File: config.mk
export PLATFORM = sky130hd
export DESIGN_NAME = feature_output
export DESIGN_NICKNAME = d
export VERILOG_FILES = /design/src/rtl/feature_output.sv
export SDC_FILE = /design/constraint.sdc
export NUM_CORES = 1
export LEC_CHECK = 0
export CORE_ASPECT_RATIO = 1.5
export CORE_MARGIN = 1
export CORE_UTILIZATION = 37
export DETAILED_ROUTE_END_ITERATION = 7
export SLEW_MARGIN = 15
export SYNTH_ARGS = -nofsm -noshare
export SYNTH_HDL_FRONTEND = slang
export SYNTH_SLANG_ARGS = --single-unit
export TNS_END_PERCENT = 30
File: constraint.sdc
create_clock -name clk -period 3 [get_ports clk]
set_clock_uncertainty 0.1 [all_clocks]
set_input_delay 0.75 -clock clk [delete_from_list [all_inputs] [get_ports clk]]
set_output_delay 0.75 -clock clk [all_outputs]
set_load 0.03 [all_outputs]
File: src/rtl/feature_output.sv
// feature_output: collects valid-window convolution results, shifts and clamps them to 8 bits,
// and emits them with a row-major feature-map address.
module feature_output #(
   parameter int IMG_W  = 28,
   parameter int IMG_H  = 28,
   parameter int K      = 3,
   parameter int DATA_W = 20,
   parameter int SHIFT  = 8
) (
   input  logic              clk,
   input  logic              rst,
   input  logic              start,
   input  logic              in_valid,
   input  logic [DATA_W-1:0] in_data,
   output logic              out_valid,
   output logic [7:0]        out_data,
   output logic [9:0]        out_addr,
   output logic              busy,
   output logic              done
);
   localparam int CW = $clog2(IMG_W);
   localparam int RW = $clog2(IMG_H);
   localparam logic [CW-1:0] CMIN = CW'(K - 1);
   localparam logic [RW-1:0] RMIN = RW'(K - 1);
   localparam logic [CW-1:0] CMAX = CW'(IMG_W - 1);
   localparam logic [RW-1:0] RMAX = RW'(IMG_H - 1);

   typedef enum logic {IDLE, COLLECT} state_t;
   state_t state, state_n;

   logic [CW-1:0]            col;
   logic [RW-1:0]            row;
   logic [9:0]               addr_cnt;
   logic                     open, clear, accept, keep, last;
   logic signed [DATA_W-1:0] y;
   logic [7:0]               sat;

   always_ff @(posedge clk)
      if (!rst) state <= IDLE;
      else      state <= state_n;

   // The done cycle is the last COLLECT cycle; a start there chains straight into a new frame.
   always_comb begin
      open    = (state == IDLE) || done;
      state_n = open ? (start ? COLLECT : IDLE) : state;
      clear   = open && start;
   end

   assign busy   = (state == COLLECT);
   assign accept = busy && in_valid && !done;
   assign keep   = accept && (col >= CMIN) && (row >= RMIN);
   assign last   = accept && (col == CMAX) && (row == RMAX);
   assign y      = $signed(in_data) >>> SHIFT;
   assign sat    = y[DATA_W-1] ? 8'd0 : (|y[DATA_W-2:8] ? 8'd255 : y[7:0]);

   always_ff @(posedge clk) begin
      if (!rst) begin
         col       <= '0;
         row       <= '0;
         addr_cnt  <= '0;
         out_addr  <= '0;
         out_data  <= '0;
         out_valid <= 1'b0;
         done      <= 1'b0;
      end else begin
         out_valid <= keep;
         done      <= last;
         if (clear) begin
            col      <= '0;
            row      <= '0;
            addr_cnt <= '0;
         end else if (accept) begin
            col <= (col == CMAX) ? '0 : col + CW'(1);
            row <= (col == CMAX) ? ((row == RMAX) ? '0 : row + RW'(1)) : row;
         end
         if (keep) begin
            addr_cnt <= addr_cnt + 10'd1;
            out_addr <= addr_cnt;
            out_data <= sat;
         end
      end
   end
endmodule

# After elaboration in Yosys (flattened, before gate mapping)
# Cells that the tools add are included.
[totals]
regBits = 41
inputBits = 24
out_inout_bits = 21
word_cells = 37
[classes]
n_addsub = 3
order_cmp = 2
eq_ne = 2
mux = 7
n_bitwise = 2
reduce_logical = 13
[ops]
columns = ["op", "n"]
rows = [
  ["10-bit two-way mux", 2],
  ["8-bit two-way mux", 2],
  ["10-bit by 1-bit adder with 10-bit output, second input constant", 1],
  ["5-bit by 1-bit adder with 5-bit output, second input constant", 2],
  ["5-bit equality test, second input constant", 2],
  ["5-bit by 2-bit greater-or-equal comparator with 1-bit output, second input constant", 2],
  ["5-bit two-way mux", 2],
  ["1-bit logical AND", 7],
  ["4-bit OR reduction", 1],
  ["1-bit inverter", 2],
  ["2-bit AND reduction", 1],
  ["2-bit nonzero test", 1],
  ["2-bit OR reduction", 1],
  ["1-bit zero test", 1],
  ["1-bit logical OR", 1],
  ["1-bit two-way mux", 1],
]

# Longest topological paths before layout
# Gate-level depths: netlist (run 1).
[logic_depth]
word_depth = 5
ltp_mapped = 8
depth_no_buf = 6

# Worst setup path before layout (run 1)
# No wires, ideal clock.
[synth_path]
path_type = "in2reg"
startpoint = "input in_data[19]"
endpoint = "register out_data[4]"
setup_ns = 0.132
arrival_ns = 1.918
required_ns = 2.768
setup_slack_ns = 0.850
cell_stages = 5
path_buffers = 1
cell_sequence = "buf_2 > nor4_1 > a21oi_1 > nand3_1 > a21oi_1"
[synth_between]
elab_chain_cells = 3
[synth_lines]
columns = ["element", "line_no", "text"]
rows = [
  ["from (decl)", "14", "input logic [DATA_W-1:0] in_data,"],
  ["4-bit OR reduction", "54", "assign sat = y[DATA_W-1] ? 8'd0 : (|y[DATA_W-2:8] ? 8'd255 : y[7:0]);"],
  ["8-bit two-way mux", "54", ""],
  ["8-bit two-way mux *", "54", ""],
  ["to (signal assigned)", "79", "out_data <= sat;"],
  ["to (decl)", "16", "output logic [7:0] out_data,"],
]
# Mark *: on every way between the ends. The rest lies on a longest branch, timed or not.
# A chain may end at the register's enable or synchronous reset.

# Final worst setup path (run 1)
[layout_path]
startpoint = "input in_valid"
endpoint = "register addr_cnt[7]"
[layout_between]
elab_chain_cells = 5
elab_cells_between_ends = 6
classes_between = "1 x mux; 5 x reduce/logical"
[layout_lines]
columns = ["element", "line_no", "text"]
rows = [
  ["from (decl)", "13", "input logic in_valid,"],
  ["1-bit logical AND * (2 in series)", "50", "assign accept = busy && in_valid && !done;"],
  ["1-bit logical AND * (2 in series)", "51", "assign keep = accept && (col >= CMIN) && (row >= RMIN);"],
  ["10-bit two-way mux or 2-bit nonzero test (tied branches)", "--", ""],
  ["to (signal assigned)", "77", "addr_cnt <= addr_cnt + 10'd1;"],
  ["to (decl)", "33", "logic [9:0] addr_cnt;"],
]
# Marks and branches as above.

==> out/qor.csv, run 1 <==
stage,metric,value,unit
grt,antenna_found_initial,0,
timing,hold_viol,0,
critical_path,r2r_cells,7,
yosys,synthTopCellsByCount,"dfxtp_1 (41), a21oi_1 (31), nand3_1 (23), o21ai_0 (20), inv_1 (15)",
die,coreArea,5165,µm²
die,dieArea,5666,µm²
critical_path,crit_path_end_kind,flip-flop,
critical_path,r2r_start,row[0]$_SDFFE_PP0P_,
cells_and_area,drive_gt1_share,8.302,%
place,gp_congestion,0.7569,
grt,grt_util_all_layers,18.11,%
critical_path,cpMaxStageDelayCell,clkdlybuf4s50_1,
critical_path,critPathArrivalTime,2.38,ns
grt,grt_pass1_vias,1636,
clocking,clock_path_buffers,2,
pwr,p_leak,0.8715,nW
hold_path,hold_class,flip-flop to flip-flop,
cells_and_area,area.growth.synth_to_final,25.54,%
yosys,ys_types,46,
timing,slew_headroom,70.23,%
clocking,cts_sinks,41,
run_status,status,completed,
clocking,ctsHoldBuffers,0,
critical_path,cpPeakStageDelay,0.46,ns
cells_and_area,num-nets-final,294,
critical_path,cp-start-kind,input pin,
route,ant_nets,0,
critical_path,reg2reg_slack,0.80,ns
yosys,ys_seq_elements,41,
grt,globalRoute.totalOverflow,0,
place,hpwl,3186,µm
clocking,clk_pin_slew_worst_paths,0.08,ns
clocking,worstSkewPairLatency,0.30,ns
clocking,cts_resized,0,
timing,post-route-period-util,74.28,%
pwr,p_total,1.054,mW
yosys,synthTopCellsByArea,"dfxtp_1 (41%), a21oi_1 (7.8%), nand3_1 (5.8%)",
route,viasPerCell,5.369,
pwr,powerDensity,423.1,nW/µm²
die,die_y,91.70,µm
timing,finalSetupTns,0,ns
critical_path,crit_end,addr_cnt[7]$_SDFFE_PN0P_,
grt,grt_max_degree,21,
yosys,synth_top_area_share,41.36,%
critical_path,cp_cell_sequence,"clkdlybuf4s50_1, and3b_1, o21ai_4, buf_4, a211oi_1, a21o_1",
clocking,cts_tree,done,
die,rows,32,
critical_path,crit_fanout,15,
critical_path,worstSetupPathType,input pin to flip-flop,
critical_path,critPathLaunch,in_valid,
yosys,seq_area_frac_synth,41.36,%
clocking,htree_levels,2,
yosys,synthArstFlopShare,0,%
clocking,root_buffer,clkbuf_8,
yosys,synth_flop_cell,dfxtp_1,
yosys,synth_area_leader_cell,dfxtp_1,
die,initial_core_util,38.42,%
yosys,avgSynthCellArea,8.666,µm²
route,drtPass1Iterations,4,
yosys,syn-num-nets,258,
critical_path,timing.rr.end,addr_cnt[7]$_SDFFE_PN0P_,
yosys,synth_area,1984,µm²
route,vias,1788,
route,wl,4501,µm
route,wl_per_cell,13.52,µm
timing,worstMarginPinSlew,0.4448,ns
timing,setup_viol,0,
grt,grt_pass1_wl,7645,µm
timing,fmax,448.7,MHz
die,io_pins,45,
timing,slew_viol_final,0,
route,drc,0,
pwr,ir_drop,0.2898,mV
place,portBuffers,36,
timing,period_minus_slack,2.228,ns
yosys,synthCells,229,
yosys,post-synth-top-count-cell,dfxtp_1,
yosys,yosysWarnings,0,
critical_path,cp_data_required_time,3.15,ns
clocking,cts_buffers,5,
clocking,postCtsSetupBuffers,0,
yosys,synth_edf_count,0,
timing,rsz0062_at_grt,false,
die,die_w,61.80,µm
run,max_cap_viol_count,0,
route,drt_iter0_drc,53,
cells_and_area,antenna_cells,0,
-- flip-flops by register name, indices dropped and copies added, names as in the netlist --
signal / cells
busy: 1
col: 5
row: 5
out_valid: 1
out_addr: 10
out_data: 8
done: 1
addr_cnt: 10
-- worst max-delay path: cells and delay by family --
family | cells | cell delay, ns
AO/OA/AOI/OAI | 3 | 0.55
buffers and inverters | 2 | 0.70
AND/OR/NAND/NOR | 1 | 0.36
-- placed cells by master (no fill, tap or decap), types with 2 or more instances in the layout --
| master | count |
|---|---|
| a221o_1 | 5 |
| a21o_1 | 3 |
| clkbuf_8 | 5 |
| and2_1 | 4 |
| dfxtp_1 | 41 |
| clkdlybuf4s50_1 | 36 |
| inv_1 | 15 |
| or3_1 | 4 |
| nand2_1 | 9 |
| nand4_1 | 4 |
| buf_4 | 7 |
| nand3_1 | 23 |
| nor4_1 | 7 |
| nor3_1 | 2 |
| nand2b_1 | 2 |
| a21oi_1 | 31 |
| or4_4 | 2 |
| o21ai_4 | 2 |
| nor2_1 | 7 |
| xnor2_1 | 3 |
| o21ai_0 | 20 |
| mux2i_1 | 2 |
| and3_1 | 2 |
| a211oi_1 | 4 |
| ha_1 | 5 |
-- cells by family after synthesis --
family / count (synthesis) / share of synthesized area, %
mux: 3 / 1.576
compound gates: 73 / 23.33
buf+inv: 29 / 7.628
simple gates: 74 / 21.19
fa+ha+maj: 5 / 3.153
flops: 41 / 41.36
xor+xnor: 4 / 1.766
-- cell type report --
cell class / count / area, µm²
Tap cell: 68 / 85.08
Clock buffer: 5 / 68.82
Multi-Input combinational cell: 159 / 1012
Fill cell: 525 / 2674
Sequential cell: 41 / 820.8
Clock inverter: 2 / 35.03
Timing Repair Buffer: 43 / 412.9
Inverter: 15 / 56.30
-- report_power, final --
part / internal (mW) / total, mW / leakage [nW] / switching (mW)
sequential: 0.546 / 0.549 / 0.331 / 0.00270
combinational: 0.0346 / 0.0776 / 0.487 / 0.0430
clock: 0.242 / 0.428 / 0.0540 / 0.186
total: 0.822 / 1.05 / 0.871 / 0.232
-- per-layer routing --
metal	routed length [µm]	part of all wire (%)	global-route usage, %
met5	0	0	0
met4	135	3.0	9.815
met3	146	3.2	4.090
met2	2292	51	28.94
met1	1927	43	21.62
-- per-stage QoR --
step / util [%] / hold slack (ns) / worst slack (ns) / std cells / area (µm²)
6_report: 48.23 / 0.3768 / 0.7715 / 333 / 2491
5_1_grt: 48.23 / 0.4013 / 0.6314 / 333 / 2491
4_1_cts: 48.23 / 0.3793 / 0.7588 / 333 / 2491
3_5_place_dp: 46.22 / 0.3683 / 0.4416 / 326 / 2387
3_3_place_gp: 46.22 / 0.3581 / 0.4549 / 326 / 2387
2_1_floorplan: - / 0.3653 / 0.8501 / 229 / 1984
-- worst min path at each step --
stage / startpoint / to / cells past startpoint
2_1_floorplan: addr_cnt[9]$_SDFFE_PN0P_ / out_addr[9]$_SDFFE_PN0P_ / 2
3_3_place_gp: out_data[7]$_SDFFE_PN0P_ / out_data[7]$_SDFFE_PN0P_ / 2
3_5_place_dp: out_data[7]$_SDFFE_PN0P_ / out_data[7]$_SDFFE_PN0P_ / 2
4_1_cts: out_data[7]$_SDFFE_PN0P_ / out_data[7]$_SDFFE_PN0P_ / 2
5_1_grt: out_addr[1]$_SDFFE_PN0P_ / out_addr[1]$_SDFFE_PN0P_ / 2
6_report: out_addr[4]$_SDFFE_PN0P_ / out_addr[4]$_SDFFE_PN0P_ / 2
(Power assumes the default switching activity.)
==> run 2, diff against run 1 <==
- clock period: 3 -> 2.3 ns (I/O delays scaled with it)
==> run 2 against run 1 <==
Effect of this change: register-to-register slack worse by 0.61 ns; combinational power up 40%; critical path depth unchanged; sequential share of layout area down 0.84 points; count of clock-buffer cells in the layout up 2; sequential power up 30%; core utilization up 1.3 points; largest power group unchanged.
==> out/qor.csv, run 2 (synthesized netlist as in run 1, its figures left out) <==
stage,metric,value,unit,change
clocking,cts_tree,done,,
critical_path,cp-start-kind,flip-flop,,
route,viasPerCell,5.195,,-3.2%
timing,post-route-period-util,91.94,%,
critical_path,worstSetupPathType,flip-flop to flip-flop,,
pwr,powerDensity,525.3,nW/µm²,+24%
die,die_y,91.70,µm,unchanged
route,drc,0,,unchanged
grt,grt_pass1_vias,1714,,+4.8%
cells_and_area,multi_input_area,1012,µm²,unchanged
die,dieArea,5666,µm²,unchanged
timing,slew_headroom,75.73,%,+5.5 points
clocking,clk_pin_slew_worst_paths,0.08,ns,about the same
critical_path,cp_data_required_time,2.44,ns,-0.71 ns
route,wl,4428,µm,-1.6%
cells_and_area,final_cell_mix,"dfxtp_1 (41), clkdlybuf4s50_1 (36), a21oi_1 (31)",,
clocking,clock_path_buffers,2,,unchanged
cells_and_area,largestRegisters,"addr_cnt (10), out_addr (10), out_data (8)",,
timing,worstMarginPinSlew,0.3607,ns,-0.08408 ns
route,drtPass1Iterations,4,,unchanged
clocking,cts_buffers,5,,unchanged
route,drt_iter0_drc,81,,+53%
critical_path,critPathArrivalTime,2.25,ns,-0.13 ns
route,vias,1782,,-0.34%
timing,fmax,472.9,MHz,
clocking,ctsHoldBuffers,0,,unchanged
die,initial_core_util,38.42,%,unchanged
clocking,postCtsSetupBuffers,0,,unchanged
grt,grt_util_all_layers,17.81,%,-0.30 points
timing,hold_viol,0,,unchanged
timing,period_minus_slack,2.115,ns,
critical_path,crit_path_end_kind,flip-flop,,
clocking,htree_levels,2,,unchanged
timing,finalSetupTns,0,ns,unchanged
die,coreArea,5165,µm²,unchanged
run,max_cap_viol_count,0,,unchanged
grt,grt_pass1_wl,7679,µm,+0.44%
cells_and_area,antenna_cells,0,,unchanged
hold_path,hold_class,flip-flop to flip-flop,,
timing,slew_viol_final,0,,unchanged
grt,grt_max_degree,21,,unchanged
cells_and_area,area.growth.synth_to_final,28.81,%,
route,ant_nets,0,,unchanged
place,portBuffers,36,,unchanged
route,wl_per_cell,12.91,µm,-4.5%
pwr,p_leak,0.9167,nW,+5.2%
die,rows,32,,unchanged
clocking,cts_resized,0,,unchanged
place,hpwl,3187,µm,about the same
timing,setup_viol,0,,unchanged
grt,globalRoute.totalOverflow,0,,unchanged
pwr,ir_drop,0.3757,mV,+30%
cells_and_area,drive_gt1_share,11.64,%,+3.3 points
grt,antenna_found_initial,0,,unchanged
timing,rsz0062_at_grt,false,,
cells_and_area,nFillCells,497,,-5.3%
place,gp_congestion,0.7803,,+3.1%
run_status,status,completed,,
place,place_area,2455,µm²,+2.8%
clocking,root_buffer,clkbuf_8,,
cells_and_area,num-nets-final,303,,+3.1%
cells_and_area,layout_commonest_cell,dfxtp_1,,
critical_path,crit_fanout,20,,+5
cells_and_area,final_area,2556,µm²,+2.6%
die,io_pins,45,,unchanged
clocking,worstSkewPairLatency,0.29,ns,about the same
die,die_w,61.80,µm,unchanged
cells_and_area,final-seq-area,820.8,µm²,unchanged
clocking,cts_sinks,41,,unchanged
run 2: changes by cell type in the layout (fill, tap and decap cells not counted), sizes merged:
cell	delta
clkbuf	+2
bufinv	-1
buf	+9
run 2: area by class of cell:
class                      instances  share of cell area, %
clock buffer                       7                  3.769
clock inverter                     1                 0.1958
inverter                          15                  2.203
multi-input combinational        159                  39.60
sequential                        41                  32.11
tap                               68                  3.328
timing repair buffer              52                  18.80
run 2: per-stage QoR:
stage                     hold WS [ns]  setup WS, ns  utilization, %  cells  total power, mW
after global placement          0.3574       0.08552           47.53    335           0.8418
after global routing            0.4064       0.08378           49.49    343            1.399
after CTS                       0.3780        0.1768           49.49    343            1.362
after detailed placement        0.3668       0.05453           47.53    335           0.8424
final                           0.3749        0.1855           49.49    343            1.343
after floorplan                 0.3653        0.3251               -    229           0.7946
run 2: metal layers:
layer / global-route usage (%) / up-vias / share of wire (%)
li1: - / 925 / -
met1: 21.38 / 821 / 44
met2: 29.75 / 28 / 51
met3: 3.526 / 8 / 2.5
met4: 7.407 / 0 / 2.1
met5: 0 / - / 0
run 2: critical path: stages, from the launching register on:
cell	delay, ns
dfxtp_1	0.41
inv_1	0.07
ha_1	0.19
or4_4	0.45
or2_4	0.35
a21oi_4	0.28
mux2_2	0.20
run 2: power by group:
part / total (mW) / internal [mW] / leakage (nW) / switching [mW]
logic: 0.109 / 0.0513 / 0.532 / 0.0575
clock network: 0.518 / 0.271 / 0.0542 / 0.247
registers: 0.715 / 0.712 / 0.331 / 0.00353
run 2: path summary, 6_finish.rpt:
check                           startpoint                       end  slack [ns]  depth (start not counted)
hold / removal    out_addr[3]$_SDFFE_PN0P_  out_addr[3]$_SDFFE_PN0P_        0.37                          2
setup / recovery       col[0]$_SDFFE_PP0P_  addr_cnt[0]$_SDFFE_PN0P_        0.19                          6
setup reg to reg       col[0]$_SDFFE_PP0P_  addr_cnt[0]$_SDFFE_PN0P_        0.19                          6
hold reg to reg   out_addr[3]$_SDFFE_PN0P_  out_addr[3]$_SDFFE_PN0P_        0.37                          2
==> run 3, diff against run 2 <==
- MAX_ROUTING_LAYER: unset -> met4
==> run 3 against run 2 <==
Effect of this change: routed wire length barely moved; register-to-register slack barely moved; final cell count did not move; clock power barely moved; combinational power barely moved; die area did not move; critical endpoint unchanged; critical path depth did not move; fmax barely moved.
==> out/qor.csv, run 3 (synthesized netlist as in run 1, its figures left out) <==
stage,metric,value,unit,change
run_status,status,completed,,
cells_and_area,multi_input_area,1012,µm²,unchanged
die,rows,32,,unchanged
critical_path,cpPeakStageDelay,0.45,ns,about the same
critical_path,cpMaxStageDelayCell,or4_4,,
route,vias,1782,,unchanged
critical_path,cp_data_required_time,2.44,ns,about the same
critical_path,r2r_cells,6,,unchanged
route,drtPass1Iterations,4,,unchanged
cells_and_area,drive_gt1_share,11.64,%,unchanged
route,drt_iter0_drc,84,,+3.7%
clocking,clock_path_buffers,2,,unchanged
clocking,cts_resized,0,,unchanged
route,viasPerCell,5.195,,unchanged
clocking,htree_levels,2,,unchanged
clocking,worstSkewPairLatency,0.29,ns,about the same
pwr,ir_drop,0.3756,mV,about the same
timing,worstMarginPinSlew,0.3607,ns,-0.0000001192 ns
grt,grt_max_degree,21,,unchanged
clocking,clk_pin_slew_worst_paths,0.08,ns,about the same
pwr,p_leak,0.9167,nW,unchanged
die,coreArea,5165,µm²,unchanged
route,wl,4427,µm,about the same
die,die_w,61.80,µm,unchanged
grt,antenna_found_initial,0,,unchanged
hold_path,hold_class,flip-flop to flip-flop,,
timing,fmax,472.9,MHz,about the same
grt,grt_util_all_layers,18.27,%,+0.46 points
timing,slew_viol_final,0,,unchanged
die,initial_core_util,38.42,%,unchanged
timing,slew_headroom,75.73,%,unchanged
grt,grt_pass1_vias,1716,,+0.12%
critical_path,critPathArrivalTime,2.25,ns,about the same
cells_and_area,layout_commonest_cell,dfxtp_1,,
timing,post-route-period-util,91.94,%,about the same
critical_path,critical_path.top_delay_family,simple AND/OR/NAND/NOR gates,,
timing,setup_viol,0,,unchanged
route,ant_nets,0,,unchanged
critical_path,crit_fanout,20,,unchanged
die,dieArea,5666,µm²,unchanged
hold_path,min_path_cells,2,,unchanged
place,portBuffers,36,,unchanged
critical_path,crit_path_end_kind,flip-flop,,
critical_path,cp-start-kind,flip-flop,,
timing,period_minus_slack,2.115,ns,+0.0001180 ns
cells_and_area,fin_util,49.49,%,unchanged
timing,rsz0062_at_grt,false,,
cells_and_area,area.growth.synth_to_final,28.81,%,unchanged
cells_and_area,largestRegisters,"addr_cnt (10), out_addr (10), out_data (8)",,
pwr,powerDensity,525.3,nW/µm²,about the same
clocking,cts_buffers,5,,unchanged
grt,grt_pass1_wl,7679,µm,unchanged
cells_and_area,nFillCells,497,,unchanged
route,wl_per_cell,12.91,µm,about the same
run,max_cap_viol_count,0,,unchanged
critical_path,cp.depth,6,,unchanged
critical_path,worstSetupPathType,flip-flop to flip-flop,,
clocking,cts_sinks,41,,unchanged
die,die_y,91.70,µm,unchanged
route,drc,0,,unchanged
grt,globalRoute.totalOverflow,0,,unchanged
cells_and_area,final_cell_mix,"dfxtp_1 (41), clkdlybuf4s50_1 (36), a21oi_1 (31)",,
cells_and_area,antenna_cells,0,,unchanged
critical_path,cp_cell_sequence,"inv_1, ha_1, or4_4, or2_4, a21oi_4, mux2_2",,
timing,hold_viol,0,,unchanged
place,gp_congestion,0.7910,,+1.4%
die,io_pins,45,,unchanged
cells_and_area,num-nets-final,303,,unchanged
cells_and_area,final-seq-area,820.8,µm²,unchanged
critical_path,crit_buf_inv,1,,unchanged
place,hpwl,3187,µm,unchanged
clocking,cts_tree,done,,
timing,finalSetupTns,0,ns,unchanged
clocking,ctsHoldBuffers,0,,unchanged
clocking,postCtsSetupBuffers,0,,unchanged
clocking,root_buffer,clkbuf_8,,
## run 3: cell counts in the layout (fill, tap and decap cells not counted)
No cell type changed its count.
## run 3: report_power, final
group | internal [mW] | leakage [nW] | total, mW | switching [mW]
registers | 0.712 | 0.331 | 0.715 | 0.00353
clock network | 0.271 | 0.0542 | 0.518 | 0.247
logic | 0.0513 | 0.532 | 0.109 | 0.0575
total | 1.03 | 0.917 | 1.34 | 0.308
## run 3: layout make-up
class                           count  area share (%)
Timing Repair Buffer               52           18.80
Inverter                           15           2.203
Clock inverter                      1          0.1958
Tap cell                           68           3.328
Sequential cell                    41           32.11
Clock buffer                        7           3.769
Multi-Input combinational cell    159           39.60
## run 3: stage by stage
step	cells	worst slack, ns	hold slack [ns]	cell area [µm²]	total power [mW]
floorplan	229	0.3251	0.3653	1984	0.7946
CTS	343	0.1768	0.3780	2556	1.362
detailed placement	335	0.05453	0.3668	2455	0.8424
finish	343	0.1854	0.3749	2556	1.343
global route	343	0.08378	0.4064	2556	1.399
global placement	335	0.08552	0.3574	2455	0.8418
## run 3: tightest hold or removal path: cells and delay by family, from the launching register on
kind | cells | cell delay (ns)
flops | 1 | 0.31
compound gates | 2 | 0.12
## run 3: final timing paths
kind / from / to / slack (ns)
max: col[0]$_SDFFE_PP0P_ / addr_cnt[0]$_SDFFE_PN0P_ / 0.19
min: out_addr[3]$_SDFFE_PN0P_ / out_addr[3]$_SDFFE_PN0P_ / 0.37
max reg2reg: col[0]$_SDFFE_PP0P_ / addr_cnt[0]$_SDFFE_PN0P_ / 0.19
min reg2reg: out_addr[3]$_SDFFE_PN0P_ / out_addr[3]$_SDFFE_PN0P_ / 0.37
## run 3: layer usage
layer,share of wire (%),global-route usage (%),up-vias
met1,44,21.38,821
met4,2.1,7.407,0
met5,0,-,-
met3,2.6,3.526,8
li1,-,-,925
met2,51,29.75,28
